--- src/rtl/eth_phy_10g_pkg.sv ---
// Shared encodings and helpers for the 10G PHY SERDES-side test blocks.
package eth_phy_10g_pkg;

    // Injection modes
    localparam logic [1:0] MODE_OFF    = 2'd0;
    localparam logic [1:0] MODE_SINGLE = 2'd1;
    localparam logic [1:0] MODE_BURST  = 2'd2;
    localparam logic [1:0] MODE_CONT   = 2'd3;

    // Corruption types
    localparam logic [1:0] ERR_HDR_ONES  = 2'd0;
    localparam logic [1:0] ERR_HDR_ZEROS = 2'd1;
    localparam logic [1:0] ERR_HDR_INV   = 2'd2;
    localparam logic [1:0] ERR_DATA_BIT  = 2'd3;

    // 64b/66b sync headers
    localparam logic [1:0] SYNC_DATA = 2'b10;
    localparam logic [1:0] SYNC_CTRL = 2'b01;

    // Right-shifting Galois taps for x^16+x^14+x^13+x^11+1
    localparam logic [15:0] LFSR_POLY = 16'hB400;

    typedef enum logic {
        ST_IDLE  = 1'b0,
        ST_BURST = 1'b1
    } inj_state_e;

    function automatic logic [15:0] lfsr16_next(input logic [15:0] s);
        return (s >> 1) ^ (s[0] ? LFSR_POLY : 16'h0000);
    endfunction

endpackage

--- src/rtl/eth_phy_10g_lfsr16.sv ---
// Seeded free-running 16-bit Galois LFSR; a zero seed is replaced by 1
// so the register can never lock up in the all-zero state.
module eth_phy_10g_lfsr16
    import eth_phy_10g_pkg::*;
#(
    parameter logic [15:0] SEED = 16'hACE1
) (
    input  logic        clk,
    input  logic        rst_n,
    output logic [15:0] state_o
);

    localparam logic [15:0] SEED_EFF = (SEED == 16'h0000) ? 16'h0001 : SEED;

    logic [15:0] state_q;
    logic [15:0] state_d;

    // Next value of the shift register
    always_comb begin
        state_d = lfsr16_next(state_q);
    end

    // Advance once per cycle out of reset
    always_ff @(posedge clk or negedge rst_n) begin
        if (!rst_n) state_q <= SEED_EFF;
        else        state_q <= state_d;
    end

    assign state_o = state_q;

endmodule

--- src/rtl/eth_phy_10g_serdes_err_inj.sv ---
// SERDES-side fault injector: corrupts sync headers or single data bits
// under LFSR-driven probability, forced single shots, bursts or continuously,
// and keeps saturating counts of passed and corrupted blocks.
//
// state    | meaning
// ST_IDLE  | waiting for a trigger (or injecting per single/continuous mode)
// ST_BURST | injecting every block until the remaining count runs out
module eth_phy_10g_serdes_err_inj
    import eth_phy_10g_pkg::*;
#(
    parameter int          DATA_WIDTH = 64,
    parameter int          HDR_WIDTH  = 2,
    parameter int          PIPELINE   = 1,
    parameter logic [15:0] LFSR_SEED  = 16'hACE1,
    parameter int          CNT_WIDTH  = 32
) (
    input  logic                  clk,
    input  logic                  rst_n,
    input  logic [DATA_WIDTH-1:0] in_data,
    input  logic [HDR_WIDTH-1:0]  in_hdr,
    output logic [DATA_WIDTH-1:0] out_data,
    output logic [HDR_WIDTH-1:0]  out_hdr,
    output logic                  err_inj,
    input  logic [1:0]            cfg_mode,
    input  logic [1:0]            cfg_err_type,
    input  logic [15:0]           cfg_rate,
    input  logic [7:0]            cfg_burst_len,
    input  logic                  cfg_force,
    input  logic                  cfg_clear,
    output logic [CNT_WIDTH-1:0]  cnt_total,
    output logic [CNT_WIDTH-1:0]  cnt_err
);

    localparam int IDX_W = $clog2(DATA_WIDTH);

    logic [15:0]           lfsr;
    inj_state_e            state_q, state_d;
    logic [7:0]            remain_q, remain_d;
    logic                  trig;
    logic                  inject;
    logic [7:0]            burst_len_eff;
    logic [IDX_W-1:0]      flip_idx;
    logic [DATA_WIDTH-1:0] st0_data;
    logic [HDR_WIDTH-1:0]  st0_hdr;
    logic [CNT_WIDTH-1:0]  cnt_total_q, cnt_total_d;
    logic [CNT_WIDTH-1:0]  cnt_err_q, cnt_err_d;

    logic [DATA_WIDTH-1:0] data_q [PIPELINE];
    logic [HDR_WIDTH-1:0]  hdr_q  [PIPELINE];
    logic                  err_q  [PIPELINE];

    eth_phy_10g_lfsr16 #(
        .SEED (LFSR_SEED)
    ) u_lfsr (
        .clk     (clk),
        .rst_n   (rst_n),
        .state_o (lfsr)
    );

    assign trig          = cfg_force | (cfg_rate > lfsr);
    assign burst_len_eff = (cfg_burst_len == 8'd0) ? 8'd1 : cfg_burst_len;
    assign flip_idx      = lfsr[IDX_W-1:0];

    // Injection decision and burst bookkeeping
    always_comb begin
        state_d  = state_q;
        remain_d = remain_q;
        inject   = 1'b0;
        unique case (state_q)
            ST_IDLE: begin
                unique case (cfg_mode)
                    MODE_OFF:    inject = 1'b0;
                    MODE_SINGLE: inject = trig;
                    MODE_BURST: begin
                        if (trig) begin
                            inject   = 1'b1;
                            remain_d = burst_len_eff - 8'd1;
                            if (burst_len_eff != 8'd1) state_d = ST_BURST;
                        end
                    end
                    default:     inject = 1'b1;
                endcase
            end
            default: begin
                if (cfg_mode != MODE_BURST) begin
                    // Leaving burst mode abandons the burst without a last hit
                    state_d  = ST_IDLE;
                    remain_d = 8'd0;
                end else begin
                    inject   = 1'b1;
                    remain_d = remain_q - 8'd1;
                    if (remain_q == 8'd1) state_d = ST_IDLE;
                end
            end
        endcase
    end

    // FSM state and remaining burst length
    always_ff @(posedge clk or negedge rst_n) begin
        if (!rst_n) begin
            state_q  <= ST_IDLE;
            remain_q <= 8'd0;
        end else begin
            state_q  <= state_d;
            remain_q <= remain_d;
        end
    end

    // Stage-0 corruption of the incoming block
    always_comb begin
        st0_data = in_data;
        st0_hdr  = in_hdr;
        if (inject) begin
            unique case (cfg_err_type)
                ERR_HDR_ONES:  st0_hdr  = {HDR_WIDTH{1'b1}};
                ERR_HDR_ZEROS: st0_hdr  = {HDR_WIDTH{1'b0}};
                ERR_HDR_INV:   st0_hdr  = ~in_hdr;
                default:       st0_data = in_data ^ ({{(DATA_WIDTH-1){1'b0}}, 1'b1} << flip_idx);
            endcase
        end
    end

    // Output pipeline: data, header and flag travel together
    always_ff @(posedge clk or negedge rst_n) begin
        if (!rst_n) begin
            for (int i = 0; i < PIPELINE; i++) begin
                data_q[i] <= '0;
                hdr_q[i]  <= '0;
                err_q[i]  <= 1'b0;
            end
        end else begin
            data_q[0] <= st0_data;
            hdr_q[0]  <= st0_hdr;
            err_q[0]  <= inject;
            for (int i = 1; i < PIPELINE; i++) begin
                data_q[i] <= data_q[i-1];
                hdr_q[i]  <= hdr_q[i-1];
                err_q[i]  <= err_q[i-1];
            end
        end
    end

    assign out_data = data_q[PIPELINE-1];
    assign out_hdr  = hdr_q[PIPELINE-1];
    assign err_inj  = err_q[PIPELINE-1];

    // Saturating statistics; clear takes priority over counting
    always_comb begin
        cnt_total_d = cnt_total_q;
        cnt_err_d   = cnt_err_q;
        if (cfg_clear) begin
            cnt_total_d = '0;
            cnt_err_d   = '0;
        end else begin
            if (~&cnt_total_q)          cnt_total_d = cnt_total_q + 1'b1;
            if (inject && ~&cnt_err_q)  cnt_err_d   = cnt_err_q + 1'b1;
        end
    end

    // Counter registers
    always_ff @(posedge clk or negedge rst_n) begin
        if (!rst_n) begin
            cnt_total_q <= '0;
            cnt_err_q   <= '0;
        end else begin
            cnt_total_q <= cnt_total_d;
            cnt_err_q   <= cnt_err_d;
        end
    end

    assign cnt_total = cnt_total_q;
    assign cnt_err   = cnt_err_q;

endmodule

--- config.mk ---
export PLATFORM = sky130hd
export DESIGN_NAME = eth_phy_10g_serdes_err_inj
export DESIGN_NICKNAME = d
export VERILOG_FILES = /design/src/rtl/eth_phy_10g_pkg.sv /design/src/rtl/eth_phy_10g_lfsr16.sv /design/src/rtl/eth_phy_10g_serdes_err_inj.sv
export SDC_FILE = /design/constraint.sdc
export NUM_CORES = 1
export LEC_CHECK = 0
export BUFFER_PORTS_ARGS = -buffer_cell sky130_fd_sc_hd__buf_2
export CORE_ASPECT_RATIO = 1.2
export CORE_MARGIN = 5
export CORE_UTILIZATION = 38
export CTS_CLUSTER_DIAMETER = 150
export DETAILED_ROUTE_END_ITERATION = 10
export PLACE_DENSITY = 0.63
export SLEW_MARGIN = 20
export SYNTH_ARGS = -nofsm -noshare
export SYNTH_HDL_FRONTEND = slang
export SYNTH_SLANG_ARGS = --single-unit
--- constraint.sdc ---
create_clock -name clk -period 6 [get_ports clk]
set_input_delay 1.2 -clock clk [delete_from_list [all_inputs] [get_ports clk]]
set_output_delay 1.2 -clock clk [all_outputs]
set_load 0.02 [all_outputs]
==> impl_metrics.tcl, run 1 <==
set metrics [dict create \
    clockBufferDepth 2 \
    mostFrequentLayoutCell "buf_2" \
    drc 0 \
    grt_use_met2 0.324 \
    postRouteAntennaNets 0 \
    cp_slowest_stage_delay_ns 0.55 \
    p_int_mw 1.88 \
    met3_usage 0.0715 \
    numCtsBuffers 17 \
    worstPathArrival_ns 3.95 \
    p_total_mw 2.56 \
    place_hpwl_um 16500 \
    min_path_type "flop to flop" \
    hold_buffers 0 \
    cts_setup_buffers 0 \
    crit_path_max_fanout 36 \
    yosys_register_bits 156 \
    crit_chain "buf_2, ha_1, nand4_2, nor4_4, a21boi_2, o31a_4, a21o_2, buf_4, nand3_1, xnor2_1" \
    worst_slew_pin_slew_ns 0.717 \
    p_seq_frac 0.438 \
    ios 229 \
    post_cts_resized 0 \
    hold_slack_ns 0.367 \
    wirelength_um 22100 \
    initial_utilization 0.388 \
    postSynthCellCount 785 \
    crit_path_end_kind "flop" \
    fin_skew_ns 0.00982 \
    htreeDepth 4 \
    p_per_area_nw_per_um2 257 \
    slew_headroom 0.519 \
    die-area_sq_um 23800 \
    syn_area_per_cell_sq_um 10.1 \
    setup-tns-final_ns 0 \
    cts.sinks 156 \
    grt_util_all_layers 0.187 \
    finalHoldViolations 0 \
    outcome "finished, final reports clean" \
    ys_seq_area_frac 0.496 \
    dpl_cell_area_sq_um 9330 \
    core_sq_um 20300 \
    nets 1136 \
    drtPass1Iterations 4 \
    syn_nets 907 \
    viasPerCell 5.14 \
    slowest_stage "a21o_2" \
    grt_overflow 0 \
    final_cells 1292 \
    syn_to_final_growth_pct 26.0 \
    die_width_um 142 \
    ys_types 63 \
    synth_edf_count 0 \
    place.gp.congestion 0.841 \
    worstSetupPathType "input pin to flop" \
    clock_latency_ns 0.42 \
    antenna_found_initial 3 \
    grt_pass1_wl_um 35700 \
    cts_tree "yes" \
    setup_viol 0 \
    ys_async_sr_fraction 1.00 \
    root_buffer "clkbuf_16" \
    power_leakage_nw 4.49 \
    path_clk_slew_ns 0.07 \
    final_util 0.489 \
    drt_iter0_drc 269 \
    p_comb_frac 0.114 \
    grt_setup_unrepaired "no" \
    final_cell_mix "buf_2 (227), dfrtp_1 (148), xnor2_1 (81)" \
    wl_per_cell_um 17.1 \
    drv_slew 0 \
    peakVddDrop_mv 0.185 \
    fin_ws_ns 2.36 \
    busiest_layer "met2" \
    grt.met1_usage 0.212 \
    dr_total_vias 6638 \
    yosysWarnings 0 \
    dp_cells 1260 \
    synth_area_sq_um 7890 \
    worstPathRequired_ns 6.31 \
    max_cap_viol_count 0 \
    pwr-share-clk 0.447 \
    pre_cts_slack_ns 1.90 \
    portBuffers 228 \
    start_kind "input pin" \
    num_rows 57 \
    fin_crit_sh 0.607 \
    ys.flop_type "dfrtp_1" \
    grt_pass1_vias 6756 \
    period_needed_ns 3.64 \
    fmax_mhz 275 \
    switching_share 0.266 \
    antenna_cells 0 \
    die_h_um 168 \
    p_sw_mw 0.680 \
    drive_gt1_frac 0.303 \
    grt_max_degree 61 \
    final_area_sq_um 9950 \
]
[flip-flops by register name, summed over array words and instances (netlist names)]
| name | count |
|---|---|
| out_data | 64 |
| cnt_err | 32 |
| cnt_total | 32 |
| u_lfsr.state_o | 16 |
| remain_q | 8 |
| out_hdr | 2 |
| err_inj | 1 |
| state_q | 1 |
[per-layer routing]
layer / vias up / share of wire
met5: - / 0.0013
met4: 6 / 0.020
met3: 34 / 0.084
met2: 211 / 0.50
met1: 3186 / 0.39
li1: 3201 / -
[cells in the mapped netlist, types with 4 or more instances]
cell type    n  area share
nor3_1      29       0.018
xnor2_1     81       0.090
o21ai_0     32       0.020
nand3_1     80       0.051
or2_2        4      0.0032
dfrtp_1    148        0.47
buf_4        5      0.0048
and3_1       8      0.0063
nand4_1     15       0.012
and2_1       5      0.0040
clkbuf_1    16      0.0076
a31oi_1      7      0.0055
xor2_1      16       0.018
nor2_1      69       0.033
and4_1      10       0.011
buf_2        4      0.0025
nor4_1       9      0.0071
ha_1        24       0.038
nor2b_1     11      0.0087
or3_1       23       0.018
a21oi_1     31       0.020
nand2_1     40       0.019
mux2_2       9       0.013
inv_1       43       0.020
dfstp_2      8       0.027
[worst max-delay path, delay by kind of cell]
kind / cells / cell delay (ns)
AND/OR/NAND/NOR: 3 / 0.73
XOR/XNOR: 1 / 0.15
buffers and inverters: 2 / 0.53
adder cells (fa/ha/maj): 1 / 0.30
AO/OA/AOI/OAI: 3 / 1.02
[layout make-up]
type	instances	area, sq um
Clock buffer	18	439
Tap cell	265	332
Inverter	43	161
Timing Repair Buffer	237	1210
Multi-Input combinational cell	559	3700
Fill cell	1951	10400
Sequential cell	156	3910
Clock inverter	14	183
[power by group through the flow]
stage | logic [mW] | clock network [mW] | registers [mW]
2_1_floorplan | 0.134 | 0 | 1.17
3_5_place_dp | 0.296 | 0 | 1.14
3_3_place_gp | 0.293 | 0 | 1.14
6_report | 0.293 | 1.14 | 1.12
5_1_grt | 0.325 | 1.22 | 1.12
4_1_cts | 0.297 | 1.18 | 1.12
[cell families (layout without fill, tap and decap cells)]
logic type      count (synthesis)  after routing  synth area share
flops                         156            156             0.496
simple gates                  319            319             0.217
compound gates                105            105            0.0851
mux                            14             14            0.0195
fa+ha+maj                      24             24            0.0380
xor+xnor                       97             97             0.108
buf+inv                        70            312            0.0373
[worst paths after layout]
check	start	to	slack [ns]	cells after the start
max	cfg_rate[14]	out_data[13]$_DFF_PN0_	2.36	10
min	u_lfsr.state_o[7]$_DFF_PN1_	u_lfsr.state_o[6]$_DFF_PN1_	0.37	0
max reg2reg	u_lfsr.state_o[13]$_DFF_PN1_	out_data[13]$_DFF_PN0_	2.67	10
min reg2reg	u_lfsr.state_o[7]$_DFF_PN1_	u_lfsr.state_o[6]$_DFF_PN1_	0.37	0
max in group asynchronous	rst_n	out_data[41]$_DFF_PN0_	4.09	2
min in group asynchronous	rst_n	u_lfsr.state_o[9]$_DFF_PN0_	0.75	1
No activity file was read; power rests on OpenSTA's default activity.
==> run 2, diff against run 1 <==
==> constraint.sdc (replaced) <==
create_clock -name clk -period 3.8 [get_ports clk]
set_input_delay 0.76 -clock clk [delete_from_list [all_inputs] [get_ports clk]]
set_output_delay 0.76 -clock clk [all_outputs]
set_load 0.02 [all_outputs]
==> impl_metrics.tcl, run 2 (synthesis gave the netlist of run 1 again) <==
set metrics [dict create \
    power_leakage_nw 4.54 \
    slowest_stage "dfstp_2" \
    path_clk_slew_ns 0.07 \
    finalHoldViolations 0 \
    cts.sinks 156 \
    grt_util_all_layers 0.184 \
    min_path_type "input pin to asynchronous set/reset pin" \
    grt_setup_unrepaired "no" \
    pre_cts_slack_ns 0.491 \
    fin_ws_ns 0.814 \
    crit_path_max_fanout 26 \
    antenna_found_initial 4 \
    p_comb_frac 0.116 \
    grt_pass1_wl_um 35400 \
    die_h_um 168 \
    fmax_mhz 335 \
    p_per_area_nw_per_um2 412 \
    syn_to_final_growth_pct 27.3 \
    period_needed_ns 2.99 \
    largest_reg_flops 64 \
    outcome "finished, final reports clean" \
    drv_slew 0 \
    grt_pass1_vias 6797 \
    worstSetupPathType "flop to flop" \
    cts_setup_buffers 0 \
    drt_iter0_drc 290 \
    fin_crit_sh 0.786 \
    crit_chain "inv_1, ha_1, nand4_2, nor4_4, a21boi_2, o31a_4, a21o_2, buf_12, nand3_1, xnor2_1" \
    p_sw_mw 1.10 \
    nets 1140 \
    worstPathArrival_ns 3.30 \
    timing.rr.end "out_data[3]$_DFF_PN0_" \
    fin_skew_ns 0.0112 \
    grt_overflow 0 \
    core_sq_um 20300 \
    portBuffers 228 \
    num_rows 57 \
    p_int_mw 3.04 \
    clockBufferDepth 2 \
    start_kind "flop" \
    postRouteAntennaNets 0 \
    wirelength_um 21800 \
    dr_total_vias 6661 \
    slew_headroom 0.482 \
    wl_per_cell_um 16.8 \
    numCtsBuffers 17 \
    setup-tns-final_ns 0 \
    htreeDepth 4 \
    drc 0 \
    pwr-share-clk 0.458 \
    setup_viol 0 \
    regToRegStartpoint "u_lfsr.state_o[13]$_DFF_PN1_" \
    root_buffer "clkbuf_16" \
    max_cap_viol_count 0 \
    clock_latency_ns 0.43 \
    drtPass1Iterations 4 \
    worstPathRequired_ns 4.11 \
    cp_slowest_stage_delay_ns 0.54 \
    initial_utilization 0.388 \
    grt_max_degree 66 \
    worst_slew_pin_slew_ns 0.777 \
    die_width_um 142 \
    switching_share 0.267 \
    post_cts_resized 0 \
    crit_path_end_kind "flop" \
    reg2regPathDepth 10 \
    place_hpwl_um 16400 \
    fill_cells 1928 \
    place.gp.congestion 0.840 \
    reg2reg_slack_ns 0.81 \
    final_cell_mix "buf_2 (227), dfrtp_1 (148), xnor2_1 (81)" \
    ios 229 \
    p_seq_frac 0.426 \
    die-area_sq_um 23800 \
    drive_gt1_frac 0.306 \
    cts_tree "yes" \
    viasPerCell 5.14 \
    mostFrequentLayoutCell "buf_2" \
    hold_buffers 0 \
    peakVddDrop_mv 0.285 \
]
run 2: cell types whose count changed in the layout (fill, tap and decap cells not counted), sizes merged:
cell,change
buf,+4
bufinv,+1
clkbuf,-1
clkinv,-1
clkinvlp,-1
diode,+1
inv,+2
run 2: layout make-up:
class	count	area, sq um	area share
diodes	1	2.50	0.000249
flip-flops and latches	156	3910	0.390
repair buffers	241	1280	0.128
well taps	265	332	0.0330
clock inverters	15	223	0.0222
multi-input cells	559	3700	0.369
inverters	43	161	0.0161
clock buffers	17	425	0.0424
run 2: routing by layer:
metal / vias to the layer above / GRT usage / part of all wire
li1: 3212 / - / -
met1: 3186 / 0.211 / 0.39
met2: 224 / 0.315 / 0.50
met3: 33 / 0.0704 / 0.089
met4: 6 / 0.0605 / 0.020
met5: - / 0 / 0.0010
run 2: how the worst max path moves through the flow:
stage,startpoint,end,slack [ns],cells after the start
6_report,u_lfsr.state_o[13]$_DFF_PN1_,out_data[3]$_DFF_PN0_,0.81,10
5_1_grt,u_lfsr.state_o[13]$_DFF_PN1_,out_data[4]$_DFF_PN0_,0.57,10
4_1_cts,u_lfsr.state_o[13]$_DFF_PN1_,out_data[3]$_DFF_PN0_,0.78,10
3_5_place_dp,cfg_rate[13],out_data[3]$_DFF_PN0_,0.49,10
3_3_place_gp,cfg_rate[14],out_data[3]$_DFF_PN0_,0.56,10
2_1_floorplan,cfg_rate[14],cnt_err[28]$_DFFE_PN0P_,0.98,9
run 2: power by group through the flow:
stage / clock network, mW / registers, mW / logic, mW
2_1_floorplan: 0 / 1.85 / 0.212
3_3_place_gp: 0 / 1.80 / 0.484
3_5_place_dp: 0 / 1.79 / 0.488
4_1_cts: 1.94 / 1.76 / 0.489
5_1_grt: 2.00 / 1.77 / 0.535
6_report: 1.90 / 1.76 / 0.482
run 2: per-stage QoR:
step / std cells / utilization / hold WS (ns) / area (sq um) / power, mW
floorplan: 785 / - / 0.354 / 7890 / 2.06
global placement: 1264 / 0.462 / 0.360 / 9390 / 2.28
detailed placement: 1264 / 0.462 / 0.358 / 9390 / 2.28
CTS: 1296 / 0.494 / 0.311 / 10000 / 4.19
global route: 1297 / 0.494 / 0.336 / 10000 / 4.31
finish: 1297 / 0.494 / 0.299 / 10000 / 4.14
run 2: worst max-delay path: cells and delay by family, from the launching register on:
kind	cells	cell delay [ns]
AO/OA/AOI/OAI	3	0.95
XOR/XNOR	1	0.15
adder cells (fa/ha/maj)	1	0.31
buffers and inverters	2	0.27
flip-flops	1	0.54
AND/OR/NAND/NOR	3	0.64
==> run 3, diff against run 2 <==
--- a/config.mk
+++ b/config.mk
@@ -11,7 +11,7 @@
 export CORE_UTILIZATION = 38
 export CTS_CLUSTER_DIAMETER = 150
 export DETAILED_ROUTE_END_ITERATION = 10
-export PLACE_DENSITY = 0.63
+export PLACE_DENSITY = 0.65
 export SLEW_MARGIN = 20
 export SYNTH_ARGS = -nofsm -noshare
 export SYNTH_HDL_FRONTEND = slang
==> constraint.sdc (replaced) <==
create_clock -name clk -period 2.68 [get_ports clk]
set_input_delay 0.536 -clock clk [delete_from_list [all_inputs] [get_ports clk]]
set_output_delay 0.536 -clock clk [all_outputs]
set_load 0.02 [all_outputs]
==> impl_metrics.tcl, run 3 (synthesis gave the netlist of run 1 again) <==
set metrics [dict create \
    outcome "finished, violations left" \
    violations "setup timing" \
    root_buffer "clkbuf_16" \
    drt_iter0_drc 234 \
    p_per_area_nw_per_um2 546 \
    die_h_um 168 \
    finalHoldViolations 0 \
    fin_crit_sh 1.00 \
    dp_cells 1289 \
    max_cap_viol_count 0 \
    core_sq_um 20300 \
    final_cell_mix "buf_2 (227), dfrtp_1 (148), xnor2_1 (78)" \
    cts.sinks 156 \
    mostFrequentLayoutCell "buf_2" \
    dr_total_vias 6836 \
    worstPathArrival_ns 2.99 \
    slew_headroom 0.509 \
    reg2reg_slack_ns -0.007 \
    grt_pass1_wl_um 35300 \
    postRouteAntennaNets 0 \
    worst_slew_pin_slew_ns 0.730 \
    period_needed_ns 2.69 \
    path_clk_slew_ns 0.07 \
    setup-tns-final_ns -0.00694 \
    portBuffers 228 \
    worstSetupPathType "flop to flop" \
    drive_gt1_frac 0.364 \
    wl_per_cell_um 17.3 \
    pre_cts_slack_ns -0.153 \
    die_width_um 142 \
    fin_skew_ns 0.0112 \
    final_cells 1330 \
    min_path_type "input pin to asynchronous set/reset pin" \
    cp_slowest_stage_delay_ns 0.54 \
    grt_overflow 0 \
    clockBufferDepth 2 \
    place_hpwl_um 16600 \
    wirelength_um 23000 \
    place.gp.congestion 0.876 \
    die-area_sq_um 23800 \
    start_kind "flop" \
    cts_tree "yes" \
    peakVddDrop_mv 0.418 \
    hold_slack_ns 0.00709 \
    hold_buffers 0 \
    grt_setup_unrepaired "yes" \
    crit_chain "inv_2, ha_4, nand4_4, buf_6, a211oi_2, a211o_1, o31a_4, o211ai_4, buf_6, nor2_2, mux2_2" \
    nets 1174 \
    fin_ws_ns -0.00694 \
    grt_util_all_layers 0.185 \
    viasPerCell 5.14 \
    final_area_sq_um 10600 \
    syn_to_final_growth_pct 34.1 \
    numCtsBuffers 17 \
    grt_pass1_vias 6901 \
    largest_reg_flops 64 \
    antenna_found_initial 0 \
    cp_common_cell "buf_6" \
    num_rows 57 \
    drv_slew 0 \
    worstPathRequired_ns 2.98 \
    power_leakage_nw 4.75 \
    ios 229 \
    fill_cells 1857 \
    initial_utilization 0.388 \
    htreeDepth 4 \
    crit_path_max_fanout 7 \
    clock_latency_ns 0.42 \
    drtPass1Iterations 4 \
    drc 0 \
    dpl_cell_area_sq_um 9580 \
    grt_max_degree 55 \
    setup_viol 1 \
    crit_path_end_kind "flop" \
    fmax_mhz 372 \
    slowest_stage "dfstp_2" \
    antenna_cells 0 \
]
[run 3: worst paths after layout]
kind                                         startpoint                            to  depth (start not counted)
max                        u_lfsr.state_o[13]$_DFF_PN1_        cnt_err[8]$_DFFE_PN0P_                         11
min                                               rst_n  u_lfsr.state_o[12]$_DFF_PN0_                          1
max reg2reg                u_lfsr.state_o[13]$_DFF_PN1_        cnt_err[8]$_DFFE_PN0P_                         11
min reg2reg                 u_lfsr.state_o[6]$_DFF_PN1_   u_lfsr.state_o[5]$_DFF_PN1_                          0
max in group asynchronous                         rst_n  u_lfsr.state_o[15]$_DFF_PN1_                          2
min in group clk                            in_data[17]        out_data[17]$_DFF_PN0_                          2
[run 3: layout make-up]
| cell class | count | area (sq um) | area share |
|---|---|---|---|
| repair buffers | 275 | 1610 | 0.152 |
| clock buffers | 18 | 439 | 0.0415 |
| clock inverters | 14 | 159 | 0.0150 |
| inverters | 43 | 161 | 0.0152 |
| well taps | 265 | 332 | 0.0313 |
| multi-input cells | 559 | 3970 | 0.375 |
| flip-flops and latches | 156 | 3910 | 0.370 |
[run 3: what timing repair did]
action	in CTS	in global routing
hold endpoints to repair	0	0
resized for setup	7	53
gates cloned	0	6
buffers inserted	0	3
pin swaps	4	21
setup endpoints to repair	61	91
[run 3: power by group]
part	internal (mW)	leakage, nW	total, mW	switching [mW]
combinational	0.325	2.49	0.780	0.455
sequential	2.44	1.98	2.50	0.0584
clock	1.42	0.282	2.49	1.07
total	4.19	4.75	5.78	1.59
[run 3: worst max-delay path, delay by kind of cell (launching register included)]
kind                       cells  cell delay (ns)
and+or+nand+nor                2             0.15
AOI/OAI and AO/OA              4             1.03
buffers and inverters          3             0.32
muxes                          1             0.26
DFF                            1             0.54
adders and majority gates      1             0.25
[run 3: stage by stage]
step / power, mW / utilization
4_1_cts: 5.75 / 0.504
2_1_floorplan: 2.92 / -
3_3_place_gp: 3.24 / 0.471
3_5_place_dp: 3.25 / 0.471
6_report: 5.78 / 0.521
5_1_grt: 6.01 / 0.521
[run 3: per-layer routing]
metal | routed length (um) | share of wire | GRT usage | vias up
li1 | - | - | - | 3275
met1 | 9120 | 0.40 | 0.208 | 3314
met2 | 11700 | 0.51 | 0.324 | 213
met3 | 1690 | 0.073 | 0.0607 | 34
met4 | 512 | 0.022 | 0.0676 | 0
met5 | 0 | 0 | 0 | -
